===== src/rtl/compare_arbiter.sv =====
// rtl/compare_arbiter.sv - round-robin arbiter feeding a single 4-bit unsigned comparator
// Four requesters share one compare slot; the result is held until the consumer acknowledges it.
module compare_arbiter (
    input  logic        clk,
    input  logic        rst,
    input  logic [3:0]  req,
    input  logic [15:0] a_bus,
    input  logic [15:0] b_bus,
    output logic [3:0]  grant,
    output logic        busy,
    output logic [2:0]  R,
    output logic        r_valid,
    output logic [1:0]  r_id,
    input  logic        r_ack,
    output logic [7:0]  done_cnt
);

    typedef enum logic [1:0] {
        IDLE = 2'd0,
        CMP  = 2'd1,
        DONE = 2'd2
    } state_t;

    state_t      state_q;
    logic [3:0]  grant_q;
    logic        busy_q;
    logic [2:0]  r_q;
    logic        r_valid_q;
    logic [1:0]  r_id_q;
    logic [7:0]  done_cnt_q;
    logic [1:0]  last_q;
    logic [1:0]  win_q;

    logic        pick_found;
    logic [1:0]  pick_idx;
    logic [1:0]  cand;
    logic [3:0]  a_sel;
    logic [3:0]  b_sel;
    logic [2:0]  cmp_res;

    // Search starts one past the last winner, so the last winner is tried last.
    always_comb begin
        pick_found = 1'b0;
        pick_idx   = 2'd0;
        cand       = 2'd0;
        for (int k = 1; k <= 4; k++) begin
            cand = last_q + 2'(k);
            if (!pick_found && req[cand]) begin
                pick_found = 1'b1;
                pick_idx   = cand;
            end
        end
    end

    assign a_sel   = a_bus[{win_q, 2'b00} +: 4];
    assign b_sel   = b_bus[{win_q, 2'b00} +: 4];
    assign cmp_res = {(a_sel > b_sel), (a_sel == b_sel), (a_sel < b_sel)};

    always_ff @(posedge clk) begin
        if (rst) begin
            state_q    <= IDLE;
            grant_q    <= 4'd0;
            busy_q     <= 1'b0;
            r_q        <= 3'b000;
            r_valid_q  <= 1'b0;
            r_id_q     <= 2'd0;
            done_cnt_q <= 8'd0;
            last_q     <= 2'd3;
            win_q      <= 2'd0;
        end else begin
            case (state_q)
                IDLE: begin
                    if (pick_found) begin
                        grant_q <= 4'b0001 << pick_idx;
                        win_q   <= pick_idx;
                        last_q  <= pick_idx;
                        busy_q  <= 1'b1;
                        state_q <= CMP;
                    end else begin
                        grant_q <= 4'd0;
                        busy_q  <= 1'b0;
                    end
                end
                CMP: begin
                    r_q       <= cmp_res;
                    r_id_q    <= win_q;
                    r_valid_q <= 1'b1;
                    grant_q   <= 4'd0;
                    state_q   <= DONE;
                end
                DONE: begin
                    // New requests wait for IDLE even when ack arrives alongside them.
                    if (r_ack) begin
                        r_valid_q <= 1'b0;
                        busy_q    <= 1'b0;
                        state_q   <= IDLE;
                        if (done_cnt_q != 8'hFF) begin
                            done_cnt_q <= done_cnt_q + 8'd1;
                        end
                    end
                end
                default: begin
                    state_q   <= IDLE;
                    grant_q   <= 4'd0;
                    busy_q    <= 1'b0;
                    r_valid_q <= 1'b0;
                end
            endcase
        end
    end

    assign grant    = grant_q;
    assign busy     = busy_q;
    assign R        = r_q;
    assign r_valid  = r_valid_q;
    assign r_id     = r_id_q;
    assign done_cnt = done_cnt_q;

endmodule


===== config.mk =====
export PLATFORM = sky130hd
export DESIGN_NAME = compare_arbiter
export DESIGN_NICKNAME = d
export VERILOG_FILES = /design/src/rtl/compare_arbiter.sv
export SDC_FILE = /design/constraint.sdc
export NUM_CORES = 1
export LEC_CHECK = 0
export ABC_AREA = 1
export BUFFER_PORTS_ARGS = -buffer_cell sky130_fd_sc_hd__buf_4
export CORE_ASPECT_RATIO = 0.8
export CORE_MARGIN = 3
export CORE_UTILIZATION = 50
export DETAILED_ROUTE_END_ITERATION = 10
export GPL_TIMING_DRIVEN = 0
export HOLD_SLACK_MARGIN = 0.05
export PLACE_DENSITY = 0.8
export SLEW_MARGIN = 5
export SYNTH_ARGS = -nofsm -noshare
export SYNTH_HDL_FRONTEND = slang
export SYNTH_SLANG_ARGS = --single-unit

===== constraint.sdc =====
create_clock -name clk -period 2.8 [get_ports clk]
set_input_delay 0.56 -clock clk [delete_from_list [all_inputs] [get_ports clk]]
set_output_delay 0.56 -clock clk [all_outputs]
set_load 0.02 [all_outputs]

; Yosys cells after proc, flatten, opt, wreduce, memory -nomap -nowiden
; Index checks and enable logic that the tools add are counted.
; W data, S select, Z words.
[word_totals]
register_bits = 25
inputBits = 39
output_inout_bits = 19
[classes]
reduce_logical = 12
n_eq_ne = 6
muxes = 25
magnitude_cmp = 6
n_bitwise = 2
shifts = 3
addsub = 4
[op_table]
columns = operator, n
row1 = $shiftx A16 B5 Y4, 2
row2 = $lt A2 B3 Y1 const B, 4
row3 = $mux W2, 6
row4 = $mux W1, 10
row5 = $add A8 B1 Y8 const B, 1
row6 = $bmux W1 S2, 4
row7 = $ne A8 B8 Y1 const B, 1
row8 = $pmux W4 S2, 1
row9 = $reduce_and A2 Y1, 4
row10 = $pmux W1 S3, 2
row11 = $pmux W2 S3, 1
row12 = $add A2 B2 Y2 const B, 2
row13 = $eq A4 B4 Y1, 1
row14 = $gt A4 B4 Y1, 1
row15 = $lt A4 B4 Y1, 1
row16 = $mux W4, 1
row17 = $ne A2 B2 Y1 const B, 2
row18 = $shl A1 B2 Y4 const A, 1
row19 = $logic_and A1 B1 Y1, 3
row20 = $logic_not A1 Y1, 3
row21 = $reduce_and A3 Y1, 1
row22 = $add A2 B1 Y2 const B, 1
row23 = $eq A2 B1 Y1 const B, 1
row24 = $eq A2 B2 Y1 const B, 1
row25 = other kinds (2), 3

; Depth between registers and ports, before layout
; Gate-level depths: netlist of the first run.
[logic_depth]
depth_word = 16
ltp_mapped = 14

; Worst setup path after synthesis of the first run
; Ideal clock, no wire load.
[synth_timing]
kind = register to register
startpoint = register win_q[0]
endpoint = register r_q[2] (netlist: R[2])
setup_ns = 0.126
t_arrival_ns = 1.890
n_path_buf = 2
slack_ns = 0.784
path_stages_with_launch = 13
path_cell_list = dfxtp_1 > clkbuf_1 > clkinv_1 > clkbuf_1 > o21ai_0 > o22ai_1 > ha_1 > inv_1 > nor2_1 > o211ai_1 > nand2_1 > nand2_1 > a21oi_1
[synth_between]
elab_chain_cells = 2
word_cells_on_any_way = 3
classes_between = 1 x order compare / 2 x shift
[synth_lines]
columns = item, line
row1 = "start, declared", 32  ; logic [1:0] win_q;
row2 = "start signal, assigned", 75  ; win_q <= pick_idx;
row3 = "$shiftx A16 B5 Y4, on equally long branches", "55, 56"
row4 = $gt A4 B4 Y1 *, 57  ; assign cmp_res = {(a_sel > b_sel), (a_sel == b_sel), (a_sel < b_sel)};
row5 = "end signal, assigned", 85  ; r_q <= cmp_res;
row6 = "end, declared", 27  ; logic [2:0] r_q;
; Mark *: on every way between the ends. The rest lies on a longest branch, timed or not.
; A chain may end at the register's enable or synchronous reset.

; Worst setup path in the final report of the first run
; Same ends and word-level chain as after synthesis.

==> results of run 1 <==
[report_power, final]
part           switching, mW  total, mW  internal, mW  leakage (nW)
Combinational          0.722       1.18         0.462         0.809
Sequential            0.0709      0.526         0.455         0.205
Clock                  0.107      0.209         0.102        0.0228
[final cells by class]
type                    count  area (sq um)
plain buffers               8          53.8
inverters                  28           108
well taps                  40          50.0
clock buffers               4          45.0
multi-input cells         180           991
fillers                   284           962
flip-flops and latches     25           500
repair buffers             56           420
[through the flow]
stage	util, %	power, mW	cell area (sq um)
2_1_floorplan	-	1.41	1650
5_1_grt	69.3	2.10	2170
6_report	69.3	1.92	2170
3_5_place_dp	67.8	1.72	2120
4_1_cts	69.3	1.93	2170
3_3_place_gp	67.8	1.69	2120
[final timing paths]
path	to	slack [ps]	cells past startpoint
worst min-delay path	busy$_SDFFE_PP0P_	480	2
worst min register to register	busy$_SDFFE_PP0P_	480	2
worst max register to register	R[2]$_SDFFE_PP0P_	440	12
worst max-delay path	R[2]$_SDFFE_PP0P_	440	12
[cells by family after synthesis]
family | after synthesis
flip-flops | 25
buffers and inverters | 36
XOR/XNOR | 3
adder cells (fa/ha/maj) | 5
AND/OR/NAND/NOR | 119
AO/OA/AOI/OAI | 53
[cell usage in the layout, fill, tap and decap left out, types with 2 or more instances in the layout]
| cell type | n |
|---|---|
| sky130_fd_sc_hd__o22ai_1 | 4 |
| sky130_fd_sc_hd__nand2_1 | 59 |
| sky130_fd_sc_hd__nand3_1 | 12 |
| sky130_fd_sc_hd__buf_4 | 56 |
| sky130_fd_sc_hd__nand3_2 | 2 |
| sky130_fd_sc_hd__dfxtp_1 | 25 |
| sky130_fd_sc_hd__clkbuf_8 | 3 |
| sky130_fd_sc_hd__nand2_4 | 7 |
| sky130_fd_sc_hd__a32o_1 | 4 |
| sky130_fd_sc_hd__xor2_1 | 2 |
| sky130_fd_sc_hd__inv_2 | 4 |
| sky130_fd_sc_hd__ha_1 | 5 |
| sky130_fd_sc_hd__a21oi_2 | 3 |
| sky130_fd_sc_hd__o21ai_0 | 16 |
| sky130_fd_sc_hd__nor2_4 | 2 |
| sky130_fd_sc_hd__inv_1 | 22 |
| sky130_fd_sc_hd__and3_1 | 2 |
| sky130_fd_sc_hd__nor2_1 | 19 |
| sky130_fd_sc_hd__a21oi_1 | 21 |
| sky130_fd_sc_hd__clkbuf_1 | 7 |
| sky130_fd_sc_hd__o211ai_1 | 3 |
| sky130_fd_sc_hd__nand4_1 | 4 |
| sky130_fd_sc_hd__nand2_2 | 10 |
[registers in the layout, summed over array words and instances, names as in the netlist]
register,cells
busy,1
win_q,2
last_q,2
state_q,2
grant,4
r_valid,1
R,3
done_cnt,8
r_id,2
[worst register-to-register path, stage by stage (launching register included)]
cell and delay, ps:
sky130_fd_sc_hd__dfxtp_1 310, sky130_fd_sc_hd__clkbuf_1 300, sky130_fd_sc_hd__clkinv_1 280, sky130_fd_sc_hd__clkbuf_1 280
sky130_fd_sc_hd__o21ai_0 200, sky130_fd_sc_hd__o22ai_1 100, sky130_fd_sc_hd__ha_1 310, sky130_fd_sc_hd__inv_1 60
sky130_fd_sc_hd__nor2_1 30, sky130_fd_sc_hd__o211ai_1 150, sky130_fd_sc_hd__nand2_1 100, sky130_fd_sc_hd__nand2_1 70
sky130_fd_sc_hd__a21oi_1 50
[routing by layer]
metal,vias up,wire length [um]
met5,-,0
met4,0,14
met3,2,296
li1,915,-
met1,746,1920
met2,57,1770
==> implementation parameters, run 1 <==
Parameter                              Value

Synthesis
  Biggest area consumer among synthesized cells    sky130_fd_sc_hd__dfxtp_1
  Fraction of the mapped netlist area in compound gates    19.1%
  Number of register bits inferred by synthesis    25
  Fraction of synthesized cell area taken by the top area cell type    30.3%
  Synthesized instance count    241
  Synth Net Count    285
  Cell types occupying the most area after synthesis    sky130_fd_sc_hd__dfxtp_1, sky130_fd_sc_hd__nand2_1, sky130_fd_sc_hd__a21oi_1
  Total number of yosys warnings    0
  Number of distinct library cell variants in the gate-level netlist after synthesis    30
  Area of the mapped netlist    1650 sq um
  Post-synthesis xor/xnor area fraction    1.59%
  Combinational family with the most area after synthesis    simple AND/OR/NAND/NOR gates
  Share of synthesized area occupied by flip-flops and latches    30.3%
  Cell with the most instances after synthesis    sky130_fd_sc_hd__nand2_1
  Top cell types by occurrence after synthesis    sky130_fd_sc_hd__nand2_1, sky130_fd_sc_hd__dfxtp_1, sky130_fd_sc_hd__inv_1
  Multiplexer share of the synthesized area    0%
  Adder-cell share of the synthesized area    3.79%
  Leading register cell type out of synthesis    sky130_fd_sc_hd__dfxtp_1
  Synthesized area per cell    6.86 sq um
  Number of enable flip-flop cells after synthesis    0
  Fraction of registers with async set or reset after synthesis    0%
  Simple logic cell fraction of the synthesized area    35.5%

Route
  Iter 0 DRT Violations    140
  # DRC    0
  DR WL/cell    11.7 um
  Drt pass-1 iters    4
  Wirelength, routed    4000 um
  Via density per instance    5.04
  Vias post-DR    1720
  Count of nets left with antenna violations after detail routing    0

Layout
  Post-layout net count    346
  Number of diodes added for antenna fixing    0
  Layout-stage area growth over the synthesis result    31.2%
  Layout cell share with drive strength beyond 1    29.9%
  Final cell count without fillers    341

Floorplan
  Starting utilization of the core area    52.8%
  Height of the die    57.4 um
  Total number of placement rows    18
  Number of I/O pins    58
  Standard cell core area    3130 sq um
  Die boundary width    70.3 um
  Full die area    4040 sq um

Status
  Run status    finished, final reports clean

Worst setup path
  Critical path buffers and inverters    4
  Cell breakdown of the critical path    clkbuf_1 -> clkinv_1 -> clkbuf_1 -> o21ai_0 -> o22ai_1 -> ha_1 -> inv_1 -> nor2_1 -> o211ai_1 -> nand2_1 -> nand2_1 -> a21oi_1
  Delay of the slowest cell on the worst path    310 ps
  Slowest stage cell on the critical path    sky130_fd_sc_hd__dfxtp_1
  Top Family by Delay on Critical Path    buffers and inverters
  Critical setup path kind    register to register
  Element type at the critical path end    register
  Worst Setup Start Kind    register
  CP Launch Point    win_q[0]$_SDFFE_PP0P_
  Reg-to-reg startpoint    win_q[0]$_SDFFE_PP0P_
  Required time at the worst-slack endpoint    2950 ps
  Arrival time at the worst endpoint    2500 ps
  Crit path max fanout    10

Global route
  Pin count of the biggest net entering global routing    14
  GRT Resource Usage Total    19.9%
  Gr ovfl total    0
  Antenna violations before repair    0
  First-pass GRT wire length    6710 um
  M3 GR Usage    4.75%
  Layer with the highest usage    met2
  GRT met1 Usage    28.5%
  Vias in the first global route    1494
  Met2 capacity usage during global routing    31.5%

Worst hold path
  Type of the worst min-delay path    register to register
  Hold wc startpoint    busy$_SDFFE_PP0P_

Clock network
  Clock tree root buffer cell    sky130_fd_sc_hd__clkbuf_8
  Maximum buffer depth of the clock tree    2
  Clock latency on the worst-skew pair    260 ps
  H-tree level count    1
  Number of sinks on the clock net    25
  Cts repair resizes    0
  Inserted Clock Buffers    3
  CTS tree    yes
  CTS hold repair buffers    0
  Clock transition at the registers of the reported paths    80 ps
  Setup bufs post-CTS    0

Place
  Post-place setup slack    454 ps
  DPL Wire Length    3130 um
  Routability cong.    0.871
  I/O Buffers    56
  Placed Instances    337

Pwr
  Power density over the cells    885 nW/um^2
  Pleak    1.04 nW
  Peak supply drop    0.728 mV

Timing
  Portion of the clock cycle consumed by the worst path in the final layout    84.2%
  Number of pins exceeding their max-slew limit in the final report    0
  Clock tree skew after final layout    2.81 ps
  Post-route worst setup slack    444 ps
  Worst hold slack after final layout    480 ps
  Relative slew margins    67.9%
  Final count of hold timing violations    0
  Min cycle time layout    2360 ps
  Setup repair after global routing missed its margin    no
  Setup Total Neg Slack    0 ps
  Maximum clock frequency    0.424 GHz
  Setup violation total in the final timing report    0
  Pin slew with the least headroom to its limit    481 ps

Job
  Max Cap Violations    0
(Power assumes the default switching activity.)
==> run 2: changes to the inputs <==
CORE_UTILIZATION = 45   (was 50)
PLACE_DENSITY = 0.76   (was 0.8)
clock period = 2 ns   (was 2.8 ns; I/O delays follow)
==> run 2 against run 1 <==
Net effect: critical path depth fell by 2; maximum frequency grew 32%; global-route usage shrank 1.1 points; hold slack lost 17 ps; sequential power increased by 44%; via count about the same; non-clock buffer count is 1 lower; power is 41% higher; combinational power is 41% higher; critical path type unchanged; largest cell class unchanged.
==> implementation parameters, run 2 (synthesized netlist as in run 1, its figures left out) <==
Parameter                              Value

Status
  Run status    finished, final reports clean (unchanged)

Layout
  Most frequent cells in the layout    sky130_fd_sc_hd__nand2_1, sky130_fd_sc_hd__buf_4, sky130_fd_sc_hd__dfxtp_1 (unchanged)
  Most frequent standard cell in the layout excluding fill and tap cells    sky130_fd_sc_hd__nand2_1 (unchanged)
  Number of diodes added for antenna fixing    0 (unchanged)
  Sequential cell area    508 sq um (was 500 sq um)
  Combined area of the multi-input logic cells    991 sq um (unchanged)
  Layout cell share with drive strength beyond 1    32.3% (was 29.9%)
  Final cell count without fillers    342 (was 341)
  Layout-stage area growth over the synthesis result    32.5% (was 31.2%)
  Number of flip-flops under the largest register name    8 (unchanged)
  Filler cell count in the final layout    338 (was 284)
  Post-layout net count    345 (was 346)

Timing
  Relative slew margins    66.4% (was 67.9%)
  Portion of the clock cycle consumed by the worst path in the final layout    89.0% (was 84.2%)
  Setup repair after global routing missed its margin    no (unchanged)
  Setup violation total in the final timing report    0 (unchanged)
  Final count of hold timing violations    0 (unchanged)
  Maximum clock frequency    0.562 GHz (was 0.424 GHz)
  Clock tree skew after final layout    2.17 ps (was 2.81 ps)
  Pin slew with the least headroom to its limit    504 ps (was 481 ps)
  Number of pins exceeding their max-slew limit in the final report    0 (unchanged)
  Min cycle time layout    1780 ps (was 2360 ps)

Floorplan
  Full die area    4440 sq um (was 4040 sq um)
  Number of I/O pins    58 (unchanged)
  Total number of placement rows    19 (was 18)
  Starting utilization of the core area    47.6% (was 52.8%)
  Standard cell core area    3470 sq um (was 3130 sq um)
  Die boundary width    73.8 um (was 70.3 um)
  Height of the die    60.2 um (was 57.4 um)

Global route
  First-pass GRT wire length    6720 um (was 6710 um)
  Antenna violations before repair    0 (unchanged)
  Vias in the first global route    1528 (was 1494)
  GRT Resource Usage Total    18.9% (was 19.9%)
  Pin count of the biggest net entering global routing    18 (was 14)
  Gr ovfl total    0 (unchanged)

Clock network
  Inserted Clock Buffers    3 (unchanged)
  CTS tree    yes (unchanged)
  CTS hold repair buffers    0 (unchanged)
  Clock latency on the worst-skew pair    260 ps (about the same)
  Maximum buffer depth of the clock tree    2 (unchanged)
  Clock tree root buffer cell    sky130_fd_sc_hd__clkbuf_8 (unchanged)
  Number of sinks on the clock net    25 (unchanged)
  H-tree level count    1 (unchanged)
  Clock transition at the registers of the reported paths    80 ps (about the same)

Place
  DPL Wire Length    3170 um (was 3130 um)
  I/O Buffers    56 (unchanged)
  Routability cong.    0.811 (was 0.871)
  Placed Instances    339 (was 337)

Route
  Drt pass-1 iters    4 (unchanged)
  Via density per instance    5.03 (was 5.04)
  Vias post-DR    1719 (was 1720)
  Wirelength, routed    3970 um (was 4000 um)
  # DRC    0 (unchanged)
  DR WL/cell    11.6 um (was 11.7 um)
  Count of nets left with antenna violations after detail routing    0 (unchanged)
  Iter 0 DRT Violations    79 (was 140)

Pwr
  Peak supply drop    0.825 mV (was 0.728 mV)
  Power density over the cells    1240 nW/um^2 (was 885 nW/um^2)
  Pleak    1.05 nW (was 1.04 nW)
  Final Power    2.71 mW (was 1.92 mW)

Worst setup path
  Critical setup path kind    register to register (unchanged)
  Element type at the critical path end    register (unchanged)
  Worst Setup Start Kind    register (unchanged)
  Required time at the worst-slack endpoint    2150 ps (was 2950 ps)
  Arrival time at the worst endpoint    1930 ps (was 2500 ps)
  Crit path max fanout    10 (unchanged)

Job
  Max Cap Violations    0 (unchanged)

Worst hold path
  Type of the worst min-delay path    input port to register (was register to register)
[run 2: cell count changes in the layout (fill, tap and decap cells not counted), sizes merged]
cell      delta
clkbuf       -3
buf          +2
clkinv       -1
clkinvlp     +1
[run 2: worst max-delay path: stages (launching register included)]
cell                       delay [ps]
sky130_fd_sc_hd__dfxtp_4          410
sky130_fd_sc_hd__clkbuf_4         210
sky130_fd_sc_hd__o21ai_0           90
sky130_fd_sc_hd__o22ai_1          170
sky130_fd_sc_hd__ha_1             270
sky130_fd_sc_hd__inv_1             60
sky130_fd_sc_hd__nor2_1            40
sky130_fd_sc_hd__o211ai_1         170
sky130_fd_sc_hd__nand2_1          100
sky130_fd_sc_hd__nand2_1           70
sky130_fd_sc_hd__a21oi_1           60
[run 2: repair_timing]
action,4_1_cts,5_1_grt
pin swaps,0,0
buffers inserted,0,2
endpoints found under the setup margin,3,3
gates resized for setup,1,9
[run 2: per-layer routing]
metal	up-vias	routed length [um]	GRT usage, %
met1	762	1950	24.7
met4	0	45	5.17
met2	37	1730	31.3
met3	5	245	4.03
li1	915	-	-
met5	-	0	0
[run 2: per-stage QoR]
stage | hold WS (ps) | setup WS, ps | instance area [sq um] | utilization, % | setup TNS, ps
2_1_floorplan | 439 | 46.1 | 1650 | - | 0
3_3_place_gp | 461 | -238 | 2130 | 61.3 | -532
3_5_place_dp | 465 | -294 | 2130 | 61.3 | -624
4_1_cts | 460 | 1.83 | 2160 | 62.3 | 0
5_1_grt | 498 | 41.9 | 2190 | 63.1 | 0
6_report | 463 | 220 | 2190 | 63.1 | 0
[run 2: area by class of cell]
cell class | instances | area share, %
sequential | 25 | 23.2
buffer | 5 | 2.11
clock buffer | 4 | 2.06
tap | 42 | 2.40
timing repair buffer | 58 | 19.8
multi-input combinational | 180 | 45.3
inverter | 28 | 5.20
[run 2: final timing paths]
path	from	cells after the start	to	slack (ps)
setup / recovery	win_q[0]$_SDFFE_PP0P_	10	R[2]$_SDFFE_PP0P_	220
hold / removal	r_ack	4	state_q[1]$_SDFFE_PP0P_	460
setup reg to reg	win_q[0]$_SDFFE_PP0P_	10	R[2]$_SDFFE_PP0P_	220
hold reg to reg	busy$_SDFFE_PP0P_	2	busy$_SDFFE_PP0P_	480
[run 2: power by group]
group,internal (mW),switching (mW)
registers,0.642,0.113
logic,0.657,1.00
clock network,0.142,0.147
total,1.44,1.26
==> run 3: changes to the inputs <==
CELL_PAD_IN_SITES_DETAIL_PLACEMENT = 0   (was default)
CELL_PAD_IN_SITES_GLOBAL_PLACEMENT = 2   (was default)
CORE_UTILIZATION = 23   (was 45)
PLACE_DENSITY = default   (was 0.76)
PLACE_DENSITY_LB_ADDON = 0.1   (was default)
==> run 3 against run 2 <==
Net effect: largest power group unchanged; sequential share of layout area is 0.74 points lower; critical path depth stayed put; sequential cell count stayed put; critical endpoint unchanged.
==> implementation parameters, run 3 (synthesized netlist as in run 1, its figures left out) <==
Parameter                              Value

Status
  Run status    finished, final reports clean (unchanged)

Place
  Routability cong.    0.755 (was 0.811)
  Placed Instances    381 (was 339)
  DPL Wire Length    3790 um (was 3170 um)
  Post-place setup slack    -326 ps (was -294 ps)
  I/O Buffers    56 (unchanged)

Timing
  Setup repair after global routing missed its margin    no (unchanged)
  Min cycle time layout    1830 ps (was 1780 ps)
  Relative slew margins    64.2% (was 66.4%)
  Pin slew with the least headroom to its limit    537 ps (was 504 ps)
  Maximum clock frequency    0.546 GHz (was 0.562 GHz)
  Final count of hold timing violations    0 (unchanged)
  Portion of the clock cycle consumed by the worst path in the final layout    91.6% (was 89.0%)
  Clock tree skew after final layout    6.59 ps (was 2.17 ps)
  Setup violation total in the final timing report    0 (unchanged)
  Number of pins exceeding their max-slew limit in the final report    0 (unchanged)
  Post-route worst setup slack    168 ps (was 220 ps)

Global route
  Vias in the first global route    1582 (was 1528)
  Gr ovfl total    0 (unchanged)
  First-pass GRT wire length    7810 um (was 6720 um)
  GRT Resource Usage Total    11.7% (was 18.9%)
  Antenna violations before repair    0 (unchanged)
  Pin count of the biggest net entering global routing    18 (unchanged)

Pwr
  Power density over the cells    1220 nW/um^2 (was 1240 nW/um^2)
  Peak supply drop    0.528 mV (was 0.825 mV)
  Pleak    1.04 nW (was 1.05 nW)
  Final Power    2.72 mW (was 2.71 mW)

Layout
  Filler cell count in the final layout    740 (was 338)
  Number of diodes added for antenna fixing    0 (unchanged)
  Post-layout net count    345 (unchanged)
  Most frequent cells in the layout    sky130_fd_sc_hd__nand2_1, sky130_fd_sc_hd__buf_4, sky130_fd_sc_hd__dfxtp_1 (unchanged)
  Most frequent standard cell in the layout excluding fill and tap cells    sky130_fd_sc_hd__nand2_1 (unchanged)
  Layout cell share with drive strength beyond 1    32.3% (unchanged)
  Final core area utilization    33.6% (was 63.1%)
  Sequential cell area    503 sq um (was 508 sq um)
  Number of flip-flops under the largest register name    8 (unchanged)
  Combined area of the multi-input logic cells    991 sq um (unchanged)
  Final cell count without fillers    384 (was 342)
  Layout-stage area growth over the synthesis result    35.5% (was 32.5%)

Worst setup path
  Reg2reg path depth    10 (unchanged)
  Arrival time at the worst endpoint    1970 ps (was 1930 ps)
  Crit path max fanout    10 (unchanged)
  Required time at the worst-slack endpoint    2140 ps (was 2150 ps)
  Element type at the critical path end    register (unchanged)
  Critical setup path kind    register to register (unchanged)
  Worst Setup Start Kind    register (unchanged)

Clock network
  H-tree level count    1 (unchanged)
  Clock transition at the registers of the reported paths    90 ps (was 80 ps)
  Clock tree root buffer cell    sky130_fd_sc_hd__clkbuf_8 (unchanged)
  CTS tree    yes (unchanged)
  Number of sinks on the clock net    25 (unchanged)
  Clock latency on the worst-skew pair    270 ps (was 260 ps)
  Inserted Clock Buffers    3 (unchanged)
  Maximum buffer depth of the clock tree    2 (unchanged)
  CTS hold repair buffers    0 (unchanged)

Worst hold path
  Number of instances on the worst hold path    2 (was 4)
  Type of the worst min-delay path    register to register (was input port to register)

Route
  Vias post-DR    1707 (was 1719)
  Count of nets left with antenna violations after detail routing    0 (unchanged)
  Via density per instance    4.45 (was 5.03)
  Drt pass-1 iters    4 (unchanged)
  DR WL/cell    12.2 um (was 11.6 um)
  Iter 0 DRT Violations    60 (was 79)
  Wirelength, routed    4690 um (was 3970 um)
  # DRC    0 (unchanged)

Floorplan
  Die boundary width    101 um (was 73.8 um)
  Starting utilization of the core area    24.8% (was 47.6%)
  Standard cell core area    6670 sq um (was 3470 sq um)
  Number of I/O pins    58 (unchanged)
  Full die area    8250 sq um (was 4440 sq um)
  Height of the die    81.8 um (was 60.2 um)
  Total number of placement rows    26 (was 19)

Job
  Max Cap Violations    0 (unchanged)
run 3: path summary, 6_finish.rpt:
check	from	endpoint	slack (ps)
max	win_q[0]$_SDFFE_PP0P_	R[2]$_SDFFE_PP0P_	170
min	grant[2]$_SDFFE_PP0N_	grant[2]$_SDFFE_PP0N_	470
max reg2reg	win_q[0]$_SDFFE_PP0P_	R[2]$_SDFFE_PP0P_	170
min reg2reg	grant[2]$_SDFFE_PP0N_	grant[2]$_SDFFE_PP0N_	470
run 3: where the power goes:
| part | leakage (nW) | switching, mW | internal [mW] |
|---|---|---|---|
| combinational | 0.814 | 1.01 | 0.655 |
| sequential | 0.205 | 0.120 | 0.640 |
| clock | 0.0228 | 0.153 | 0.142 |
run 3: cell type report:
type,instances,area share [%]
Timing Repair Buffer,57,19.1
Clock buffer,4,2.01
Timing Repair inverter,1,0.335
Buffer,5,2.07
Sequential cell,25,22.5
Inverter,28,5.08
Tap cell,84,4.69
Multi-Input combinational cell,180,44.2
run 3: layer usage:
layer / part of all wire (%) / routed length (um) / vias to the layer above / GRT usage (%)
met2: 40 / 1880 / 38 / 16.0
met4: 0.41 / 19 / 0 / 1.21
met1: 53 / 2470 / 755 / 18.4
met5: 0 / 0 / - / 0
li1: - / - / 912 / -
met3: 7.0 / 329 / 2 / 3.40
run 3: timing repair:
item                                    CTS  global route
endpoints found under the setup margin    3             1
gates cloned                              0             1
setup buffers                             0             1
gates resized for setup                   4             5
pin swaps                                 0             0
run 3: stage by stage:
| stage | cell area [sq um] | hold WS (ps) | TNS [ps] |
|---|---|---|---|
| 2_1_floorplan | 1650 | 439 | 0 |
| 3_3_place_gp | 2180 | 464 | -906 |
| 3_5_place_dp | 2180 | 462 | -795 |
| 4_1_cts | 2220 | 475 | 0 |
| 5_1_grt | 2240 | 498 | 0 |
| 6_report | 2240 | 474 | 0 |
run 3: critical path, cell delays in order, from the launching register on:
cell,delay (ps)
sky130_fd_sc_hd__dfxtp_2,450
sky130_fd_sc_hd__clkbuf_4,240
sky130_fd_sc_hd__o21ai_0,100
sky130_fd_sc_hd__o22ai_1,180
sky130_fd_sc_hd__ha_1,270
sky130_fd_sc_hd__inv_1,60
sky130_fd_sc_hd__nor2_1,30
sky130_fd_sc_hd__o211ai_1,140
sky130_fd_sc_hd__nand2_1,100
sky130_fd_sc_hd__nand2_1,80
sky130_fd_sc_hd__a21oi_1,60
